$ cat src/rtl/ysyx_25040111_scoreboard_pkg.sv
// Shared defaults for the execute-stage register-interlock scoreboard.
// REG_AW = 4 matches the 16-register RV32E file.
package ysyx_25040111_scoreboard_pkg;

  localparam int unsigned SB_REG_AW  = 4;
  localparam int unsigned SB_MAX_OUT = 4;
  localparam int unsigned SB_CNT_W   = 3;

  // The counters must be able to represent every in-flight write without wrapping.
  function automatic bit sb_params_ok(input int unsigned cnt_w, input int unsigned max_out);
    return (max_out >= 1) && ((1 << cnt_w) > max_out);
  endfunction

endpackage

$ cat src/rtl/ysyx_25040111_sb_cnt.sv
// Saturating up/down counter with synchronous clear. The overflow and underflow
// flags report a blocked step in the current cycle.
module ysyx_25040111_sb_cnt #(
  parameter int unsigned W   = 3,
  parameter int unsigned MAX = 7
) (
  input  logic         clock,
  input  logic         reset,
  input  logic         clr,
  input  logic         inc,
  input  logic         dec,
  output logic [W-1:0] cnt,
  output logic         ovf,
  output logic         unf
);

  localparam logic [W-1:0] MAX_V = W'(MAX);

  // A simultaneous inc and dec cancels, so neither flag can fire in that case.
  assign ovf = inc & ~dec & ~clr & (cnt == MAX_V);
  assign unf = dec & ~inc & ~clr & (cnt == '0);

  always_ff @(posedge clock) begin
    if (reset) begin
      cnt <= '0;
    end else if (clr) begin
      cnt <= '0;
    end else if (inc & ~dec & ~ovf) begin
      cnt <= cnt + 1'b1;
    end else if (dec & ~inc & ~unf) begin
      cnt <= cnt - 1'b1;
    end
  end

endmodule

$ cat src/rtl/ysyx_25040111_scoreboard.sv
// Register-interlock scoreboard. Each register has a pending-write counter, so repeated
// long-latency writes to one register stay locked until the last of them retires.
module ysyx_25040111_scoreboard
  import ysyx_25040111_scoreboard_pkg::*;
#(
  parameter int unsigned REG_AW     = SB_REG_AW,
  parameter int unsigned MAX_OUT    = SB_MAX_OUT,
  parameter int unsigned CNT_W      = SB_CNT_W,
  parameter int unsigned RET_BYPASS = 0
) (
  input  logic                   clock,
  input  logic                   reset,
  input  logic                   iss_valid,
  output logic                   iss_ready,
  input  logic                   iss_track,
  input  logic [REG_AW-1:0]      iss_rd,
  input  logic [REG_AW-1:0]      iss_rs1,
  input  logic                   iss_rs1_en,
  input  logic [REG_AW-1:0]      iss_rs2,
  input  logic                   iss_rs2_en,
  input  logic                   iss_rd_en,
  input  logic                   ret_valid,
  input  logic [REG_AW-1:0]      ret_rd,
  input  logic                   flush,
  output logic [(1<<REG_AW)-1:0] busy,
  output logic [CNT_W-1:0]       out_cnt,
  output logic                   full,
  output logic                   err
);

  localparam int unsigned      NREG    = 1 << REG_AW;
  localparam int unsigned      REG_MAX = (1 << CNT_W) - 1;
  localparam logic [CNT_W-1:0] CNT_ONE = CNT_W'(1);
  localparam logic [CNT_W-1:0] OUT_MAX = CNT_W'(MAX_OUT);
  localparam logic             BYP     = (RET_BYPASS != 0);

  if (!sb_params_ok(CNT_W, MAX_OUT)) begin : g_bad_params
    $error("scoreboard: CNT_W too small for MAX_OUT");
  end

  logic [CNT_W-1:0] cnt [NREG];
  logic [NREG-1:0]  reg_ovf;
  logic [NREG-1:0]  reg_unf;

  logic byp_rs1, byp_rs2, byp_rd;
  logic pend_rs1, pend_rs2, pend_rd;
  logic hazard, iss_fire, trk_req, trk_issue;
  logic ret_hit, ret_fire, ret_zero;
  logic out_inc, out_ovf, out_unf, err_set;

  // A retire that drops a count from 1 to 0 releases the hazard in the same cycle.
  assign byp_rs1  = BYP & ret_valid & (ret_rd == iss_rs1) & (cnt[iss_rs1] == CNT_ONE);
  assign byp_rs2  = BYP & ret_valid & (ret_rd == iss_rs2) & (cnt[iss_rs2] == CNT_ONE);
  assign byp_rd   = BYP & ret_valid & (ret_rd == iss_rd)  & (cnt[iss_rd]  == CNT_ONE);

  assign pend_rs1 = busy[iss_rs1] & ~byp_rs1;
  assign pend_rs2 = busy[iss_rs2] & ~byp_rs2;
  assign pend_rd  = busy[iss_rd]  & ~byp_rd;

  assign hazard    = (iss_rs1_en & pend_rs1) | (iss_rs2_en & pend_rs2) | (iss_rd_en & pend_rd);
  assign iss_ready = ~hazard & ~(iss_track & full) & ~flush;

  assign iss_fire  = iss_valid & iss_ready;
  assign trk_req   = iss_track & (iss_rd != '0);
  assign trk_issue = iss_fire & trk_req;

  // Register 0 is never tracked, and nothing issues or retires in a flush cycle.
  assign ret_hit  = ret_valid & (ret_rd != '0) & ~flush;
  assign ret_fire = ret_hit & busy[ret_rd];
  assign ret_zero = ret_hit & ~busy[ret_rd];

  assign cnt[0]     = '0;
  assign busy[0]    = 1'b0;
  assign reg_ovf[0] = 1'b0;
  assign reg_unf[0] = 1'b0;

  for (genvar i = 1; i < NREG; i++) begin : g_reg
    logic inc;
    logic dec;

    assign inc = trk_issue & (iss_rd == REG_AW'(i));
    assign dec = ret_fire & (ret_rd == REG_AW'(i));

    ysyx_25040111_sb_cnt #(
      .W   (CNT_W),
      .MAX (REG_MAX)
    ) u_cnt (
      .clock (clock),
      .reset (reset),
      .clr   (flush),
      .inc   (inc),
      .dec   (dec),
      .cnt   (cnt[i]),
      .ovf   (reg_ovf[i]),
      .unf   (reg_unf[i])
    );

    assign busy[i] = |cnt[i];
  end

  // A suppressed per-register increment must not be counted as in flight either.
  assign out_inc = trk_issue & ~(|reg_ovf);

  ysyx_25040111_sb_cnt #(
    .W   (CNT_W),
    .MAX (MAX_OUT)
  ) u_out_cnt (
    .clock (clock),
    .reset (reset),
    .clr   (flush),
    .inc   (out_inc),
    .dec   (ret_fire),
    .cnt   (out_cnt),
    .ovf   (out_ovf),
    .unf   (out_unf)
  );

  assign full = (out_cnt == OUT_MAX);

  assign err_set = ret_zero | (|reg_ovf) | (|reg_unf) | out_ovf | out_unf;

  always_ff @(posedge clock) begin
    if (reset) begin
      err <= 1'b0;
    end else if (err_set) begin
      err <= 1'b1;
    end
  end

endmodule

$ cat config.mk
export PLATFORM = sky130hd
export DESIGN_NAME = ysyx_25040111_scoreboard
export DESIGN_NICKNAME = d
export VERILOG_FILES = /design/src/rtl/ysyx_25040111_scoreboard_pkg.sv /design/src/rtl/ysyx_25040111_sb_cnt.sv /design/src/rtl/ysyx_25040111_scoreboard.sv
export SDC_FILE = /design/constraint.sdc
export NUM_CORES = 1
export LEC_CHECK = 0
export BUFFER_PORTS_ARGS = -buffer_cell sky130_fd_sc_hd__buf_2
export CAP_MARGIN = 20
export CELL_PAD_IN_SITES_DETAIL_PLACEMENT = 1
export CELL_PAD_IN_SITES_GLOBAL_PLACEMENT = 2
export CORE_ASPECT_RATIO = 2
export CORE_MARGIN = 2
export CORE_UTILIZATION = 37
export CTS_BUF_LIST = sky130_fd_sc_hd__clkbuf_4
export CTS_CLUSTER_SIZE = 24
export DETAILED_ROUTE_END_ITERATION = 6
export PLACE_DENSITY_LB_ADDON = 0.08
export SETUP_SLACK_MARGIN = 0.4
export SYNTH_ARGS = -nofsm -noshare
export SYNTH_HDL_FRONTEND = slang
export SYNTH_SLANG_ARGS = --single-unit
$ cat constraint.sdc
create_clock -name clock -period 4 [get_ports clock]
set_input_delay 0.2 -clock clock [delete_from_list [all_inputs] [get_ports clock]]
set_output_delay 0.2 -clock clock [all_outputs]
set_load 0.005 [all_outputs]
==> out/qor.txt, run 1 <==
Per-cell routed wire length: 22.9 um
Most frequent cell after synthesis: nor2_1
Vias per Instance: 6.00
Fillers: 1,462
Routed Antenna Nets: 0
Outcome: finished, final reports clean
Detailed placer's ending HPWL: 13.3 mm
H-tree depth: 2
Min Tclk post-route: 3540 ps
GP Congestion: 0.940
Data required, critical path: 4330 ps
Final Power: 0.000958 W
Total CTS buffers: 5
DIE AREA: 12,700 um2
Die Wd: 80.8 um
Setup ws final: 456 ps
Total global-route track usage: 27.2%
First-pass GRT wire length: 25.6 mm
Worst Path Arrival: 3880 ps
Area share of the largest cell type after synthesis: 22.5%
Max-slew violation count: 0
Synth Instances: 532
GRT overflow: 0
DRC viols: 0
Final WL: 17.1 mm
Cell Area, Synth: 4360 um2
Via count: 4,478
Largest net degree at the start of global routing: 39
Die height: 158 um
Register area share after synthesis: 22.5%
RSZ-0062 raised after global routing: true
Final period util: 88.6%
CORE AREA: 11,600 um2
Initial core utilization: 37.5%
Crit-path cells: nor3_4 -> buf_4 -> o32ai_1 -> o41ai_2 -> o41ai_2 -> and3b_2 -> buf_12 -> clkbuf_16 -> and3_2 -> nand3_1 -> fa_1 -> and3_2 -> mux2i_1 -> or3_1 -> nand2_1
Synth warnings: 0
Fmax: 282 MHz
Hold Crit Class: in2reg
EDFF count, synth: 0
Hold Vio Cnt, Final: 0
Crit end category: flop
Clk Latency, worst-skew pair: 410 ps
CP Launch Type: flop
Setup violators final: 0
Asr flop ratio synth: 0%
Cell family with most CP delay: simple AND/OR/NAND/NOR gates
Class of the most critical setup path: reg2reg
Clock-pin slew on the worst setup and hold paths: 170 ps
Clock sink count: 49
Root Buffer: clkbuf_4
Ranking of synthesized cells by area: dfxtp_1, fa_1, mux2i_1, nor2_1, nand3_1
Initial drt markers: 219
Crit path buf inv count: 3
# rows: 56
Critical Path Fanout Max: 9
Synthesized area per cell: 8.20 um2
Pre-Repair DR Iteration Count: 4
Yosys cell types: 83
Nets: 640
Initial antenna violation count: 1
Maximum buffer depth of the clock tree: 2
Layout area overhead: 18.6%
Setup tns final: 0 ps
Headroom to the max-slew limit: 43.7%
Pre-CTS setup slack: 207 ps
TritonCTS clock tree: built
Ports: 47
Final Util: 44.5%
Post-synth top area cell: dfxtp_1
Worst-Margin Slew: 845 ps
Share of layout cells above drive strength 1: 29.2%
Flops & latches, synth: 49
Worst VDD drop: 0.000105 V
Synth cell count leaders: nor2_1, dfxtp_1, nand2_1
Clock Skews: 23.5 ps
Primary FF master, synth: dfxtp_1
Vias in the first global route: 4,646
Post-synth net total: 573
Slowest cell on the critical path: dfxtp_1
Count of input and output buffers: 45
Leakage: 2.18 nW
Max incr delay on CP: 420 ps
Pwr Density: 185 nW/um2
Max Cap Violations: 0
## routing by layer
| layer | up-vias | wire length, um | global-route usage, % | part of all wire (%) |
|---|---|---|---|---|
| met1 | 2253 | 6210 | 28.8 | 36 |
| met4 | 0 | 883 | 15.1 | 5.2 |
| li1 | 2066 | - | - | - |
| met2 | 113 | 9460 | 50.9 | 55 |
| met5 | - | 0 | 0 | 0 |
| met3 | 46 | 507 | 2.74 | 3.0 |
## placed cells by master, fill, tap and decap left out, types with 5 or more instances in the layout
master    instances
o21ai_0          12
a31o_2            5
nor2_1           55
inv_1            25
and3_1            9
xor2_1           14
buf_4            38
mux2i_1          28
nand3_1          38
a22oi_1           8
clkbuf_4          6
nor2b_1          11
buf_2            45
nand2_1          44
nand4_1           9
and2_1            6
nor3_4            5
dfxtp_1          35
xnor2_1          14
a21oi_1          15
fa_1             13
nor3_1           12
nand4b_1         12
nand2b_1          6
dfxtp_2          10
nor4_1            5
## timing repair
| item | in CTS | in global routing |
|---|---|---|
| gates cloned | 0 | 2 |
| setup buffers | 0 | 8 |
| hold buffers | 0 | 0 |
| pin swaps | 0 | 15 |
| setup endpoints to repair | 14 | 14 |
| gates resized for setup | 13 | 43 |
## power breakdown
| group | switching, W | total (W) | internal, W |
|---|---|---|---|
| clock network | 0.000188 | 0.000264 | 0.0000757 |
| registers | 0.00000383 | 0.000492 | 0.000489 |
| logic | 0.000127 | 0.000202 | 0.0000750 |
## logic make-up after synthesis
logic type | count (synthesis) | synth area share (%)
multiplexers | 35 | 9.49
AND/OR/NAND/NOR | 263 | 33.1
AO/OA/AOI/OAI | 87 | 15.0
XOR/XNOR | 28 | 5.62
other | 1 | 0.0860
flip-flops | 49 | 22.5
adder cells (fa/ha/maj) | 16 | 7.34
buffers and inverters | 53 | 6.94
## worst paths after layout
path / end / depth (start not counted) / startpoint / slack, ps
setup reg to reg: g_reg[5].u_cnt.cnt[2] / 15 / g_reg[8].u_cnt.cnt[0] / 460
hold / removal: err / 2 / reset / 100
setup / recovery: g_reg[5].u_cnt.cnt[2] / 15 / g_reg[8].u_cnt.cnt[0] / 460
hold reg to reg: g_reg[10].u_cnt.cnt[1] / 2 / g_reg[10].u_cnt.cnt[1] / 500
## state kept, by name, summed over array words and instances, names as in the netlist
| signal | count |
|---|---|
| g.u_cnt.cnt | 45 |
| err | 1 |
| u_out_cnt.cnt | 3 |
## cell type report
type                    count  area [um2]  share of cell area [%]
multi-input cells         431        3240                    62.6
clock buffers               6        45.0                   0.870
diodes                      1        2.50                  0.0484
inverters                  25        93.8                    1.81
flip-flops and latches     49        1010                    19.5
repair buffers             87         587                    11.3
well taps                 145         181                    3.51
clock inverters             2        15.0                   0.290
## stage by stage
stage	instances	hold WS (ps)	instance area (um2)
after floorplan	532	269	4360
after global placement	727	495	4820
after detailed placement	727	500	4820
after CTS	735	93.3	4930
after global routing	746	91.1	5170
final	746	96.3	5170
(Power assumes the default switching activity.)
==> run 2, diff against run 1 <==
--- a/config.mk
+++ b/config.mk
@@ -15,6 +15,7 @@
 export CTS_BUF_LIST = sky130_fd_sc_hd__clkbuf_4
 export CTS_CLUSTER_SIZE = 24
 export DETAILED_ROUTE_END_ITERATION = 6
+export HOLD_SLACK_MARGIN = 0.12
 export PLACE_DENSITY_LB_ADDON = 0.08
 export SETUP_SLACK_MARGIN = 0.4
 export SYNTH_ARGS = -nofsm -noshare
==> out/qor.txt, run 2 (synthesis gave the netlist of run 1 again) <==
Pre-CTS setup slack: 207 ps (unchanged)
Nets: 640 (unchanged)
Maximum buffer depth of the clock tree: 2 (unchanged)
Most flops, register: g.u_cnt.cnt
Crit end category: flop
Clock Skews: 20.7 ps (-2.81 ps)
Worst Path Arrival: 3870 ps (about the same)
DIE AREA: 12,700 um2 (unchanged)
Outcome: finished, final reports clean
Die Wd: 80.8 um (unchanged)
Detailed placer's ending HPWL: 13.3 mm (unchanged)
Headroom to the max-slew limit: 44.2% (+0.59 points)
Per-cell routed wire length: 22.7 um (-0.66%)
CORE AREA: 11,600 um2 (unchanged)
Min Tclk post-route: 3550 ps (+2.67 ps)
Clock sink count: 49 (unchanged)
Ports: 47 (unchanged)
GRT overflow: 0 (unchanged)
Routed Antenna Nets: 0 (unchanged)
TritonCTS clock tree: built
Worst-Margin Slew: 836 ps (-8.82 ps)
R2R cell count: 17 (+2)
Layout area overhead: 18.3%
Share of layout cells above drive strength 1: 28.2% (-1.0 points)
H-tree depth: 2 (unchanged)
Initial antenna violation count: 1 (unchanged)
Crit-path most repeated cell: and3_2
Setup violators final: 0 (unchanged)
Initial core utilization: 37.5% (unchanged)
Clock-pin slew on the worst setup and hold paths: 170 ps (about the same)
Vias per Instance: 5.99 (-0.16%)
Die height: 158 um (unchanged)
Placed Cells: 727 (unchanged)
Root Buffer: clkbuf_4
Via count: 4,471 (-0.16%)
Regs by FF count: g.u_cnt.cnt: 45 flops, u_out_cnt.cnt: 3 flops, err: 1 flops
Hold Crit Class: in2reg
Leakage: 2.18 nW (-0.21%)
GP Congestion: 0.940 (unchanged)
First-pass GRT wire length: 25.6 mm (+0.30%)
Clk Latency, worst-skew pair: 400 ps (about the same)
Setup tns final: 0 ps (unchanged)
Total global-route track usage: 27.3% (+0.070 points)
Max-slew violation count: 0 (unchanged)
Cell family with most CP delay: simple AND/OR/NAND/NOR gates
DRC viols: 0 (unchanged)
Setup ws final: 453 ps (-2.67 ps)
RSZ-0062 raised after global routing: true
Hold Vio Cnt, Final: 0 (unchanged)
Largest net degree at the start of global routing: 39 (unchanged)
Commonest cells after routing, fill and taps aside: nor2_1, buf_2, nand2_1
Fmax: 282 MHz (about the same)
Crit-path cells: nor3_4 -> buf_6 -> inv_1 -> a31o_2 -> nor4_2 -> buf_4 -> o41ai_2 -> and3b_2 -> buf_12 -> clkbuf_16 -> and3_2 -> nand3_1 -> fa_1 -> and3_2 -> mux2i_1 -> or3_1 -> nand2_1
Total CTS buffers: 5 (unchanged)
Max reg flops: 45 (unchanged)
Instance count on the critical path: 17 (+2)
Final WL: 16.9 mm (-0.66%)
Class of the most critical setup path: reg2reg
# rows: 56 (unchanged)
Worst hold path stage count: 3 (+1)
Pre-Repair DR Iteration Count: 4 (unchanged)
Leading cell type in the layout, fill and taps excluded: nor2_1
Slowest cell on the critical path: fa_1
Crit path buf inv count: 5 (+2)
Non-filler cells, final: 746 (unchanged)
CP Launch Type: flop
Critical Path Fanout Max: 9 (unchanged)
Data required, critical path: 4320 ps (about the same)
Max Cap Violations: 0 (unchanged)
Initial drt markers: 195 (-11%)
Max incr delay on CP: 400 ps (-20 ps)
Final period util: 88.7% (about the same)
Worst VDD drop: 0.000104 V (-1.1%)
Pwr Density: 185 nW/um2 (-0.13%)
Vias in the first global route: 4,672 (+0.56%)
Count of input and output buffers: 45 (unchanged)
## run 2: cell types whose count changed in the layout (fill, tap and decap cells not counted), sizes merged
cell         delta
and4            -1
dlygate4sd3     +1
## run 2: final cells by class
class	instances	area, um2
Antenna cell	1	2.50
Clock buffer	6	45.0
Clock inverter	2	15.0
Fill cell	1462	6470
Inverter	25	93.8
Multi-Input combinational cell	430	3220
Sequential cell	49	1000
Tap cell	145	181
Timing Repair Buffer	88	597
## run 2: final timing paths
| kind | start | endpoint | slack [ps] |
|---|---|---|---|
| hold / removal | iss_valid | err | 160 |
| setup / recovery | g_reg[6].u_cnt.cnt[2] | g_reg[5].u_cnt.cnt[2] | 450 |
| setup reg to reg | g_reg[6].u_cnt.cnt[2] | g_reg[5].u_cnt.cnt[2] | 450 |
| hold reg to reg | g_reg[11].u_cnt.cnt[1] | g_reg[11].u_cnt.cnt[1] | 520 |
## run 2: tightest hold or removal path, stage by stage
cell     delay [ps]
buf_2            90
a41oi_1         100
a31oi_1         130
## run 2: what timing repair did
action	in CTS	in global routing
setup endpoints to repair	14	14
resized for setup	13	36
hold buffers	1	0
gates cloned	0	1
hold endpoints to repair	1	0
pin swaps	0	13
buffers inserted	0	8
## run 2: stage by stage
| step | hold WS, ps | instance area (um2) | total power (W) | util, % |
|---|---|---|---|---|
| floorplan | 269 | 4360 | 0.000619 | - |
| global placement | 495 | 4820 | 0.000688 | 41.4 |
| detailed placement | 500 | 4820 | 0.000690 | 41.4 |
| CTS | 141 | 4940 | 0.000962 | 42.5 |
| global route | 156 | 5160 | 0.00100 | 44.4 |
| finish | 159 | 5160 | 0.000954 | 44.4 |
## run 2: power breakdown
part	leakage [nW]	internal [W]	switching (W)
clock network	0.0279	0.0000757	0.000186
registers	0.401	0.000489	0.00000383
logic	1.75	0.0000748	0.000125
total	2.18	0.000639	0.000315
## run 2: metal layers
layer,track usage (%),up-vias,part of all wire [%]
met3,2.74,51,3.6
li1,-,2064,-
met1,28.8,2224,36
met4,15.1,0,5.5
met2,51.2,132,55
met5,0,-,0
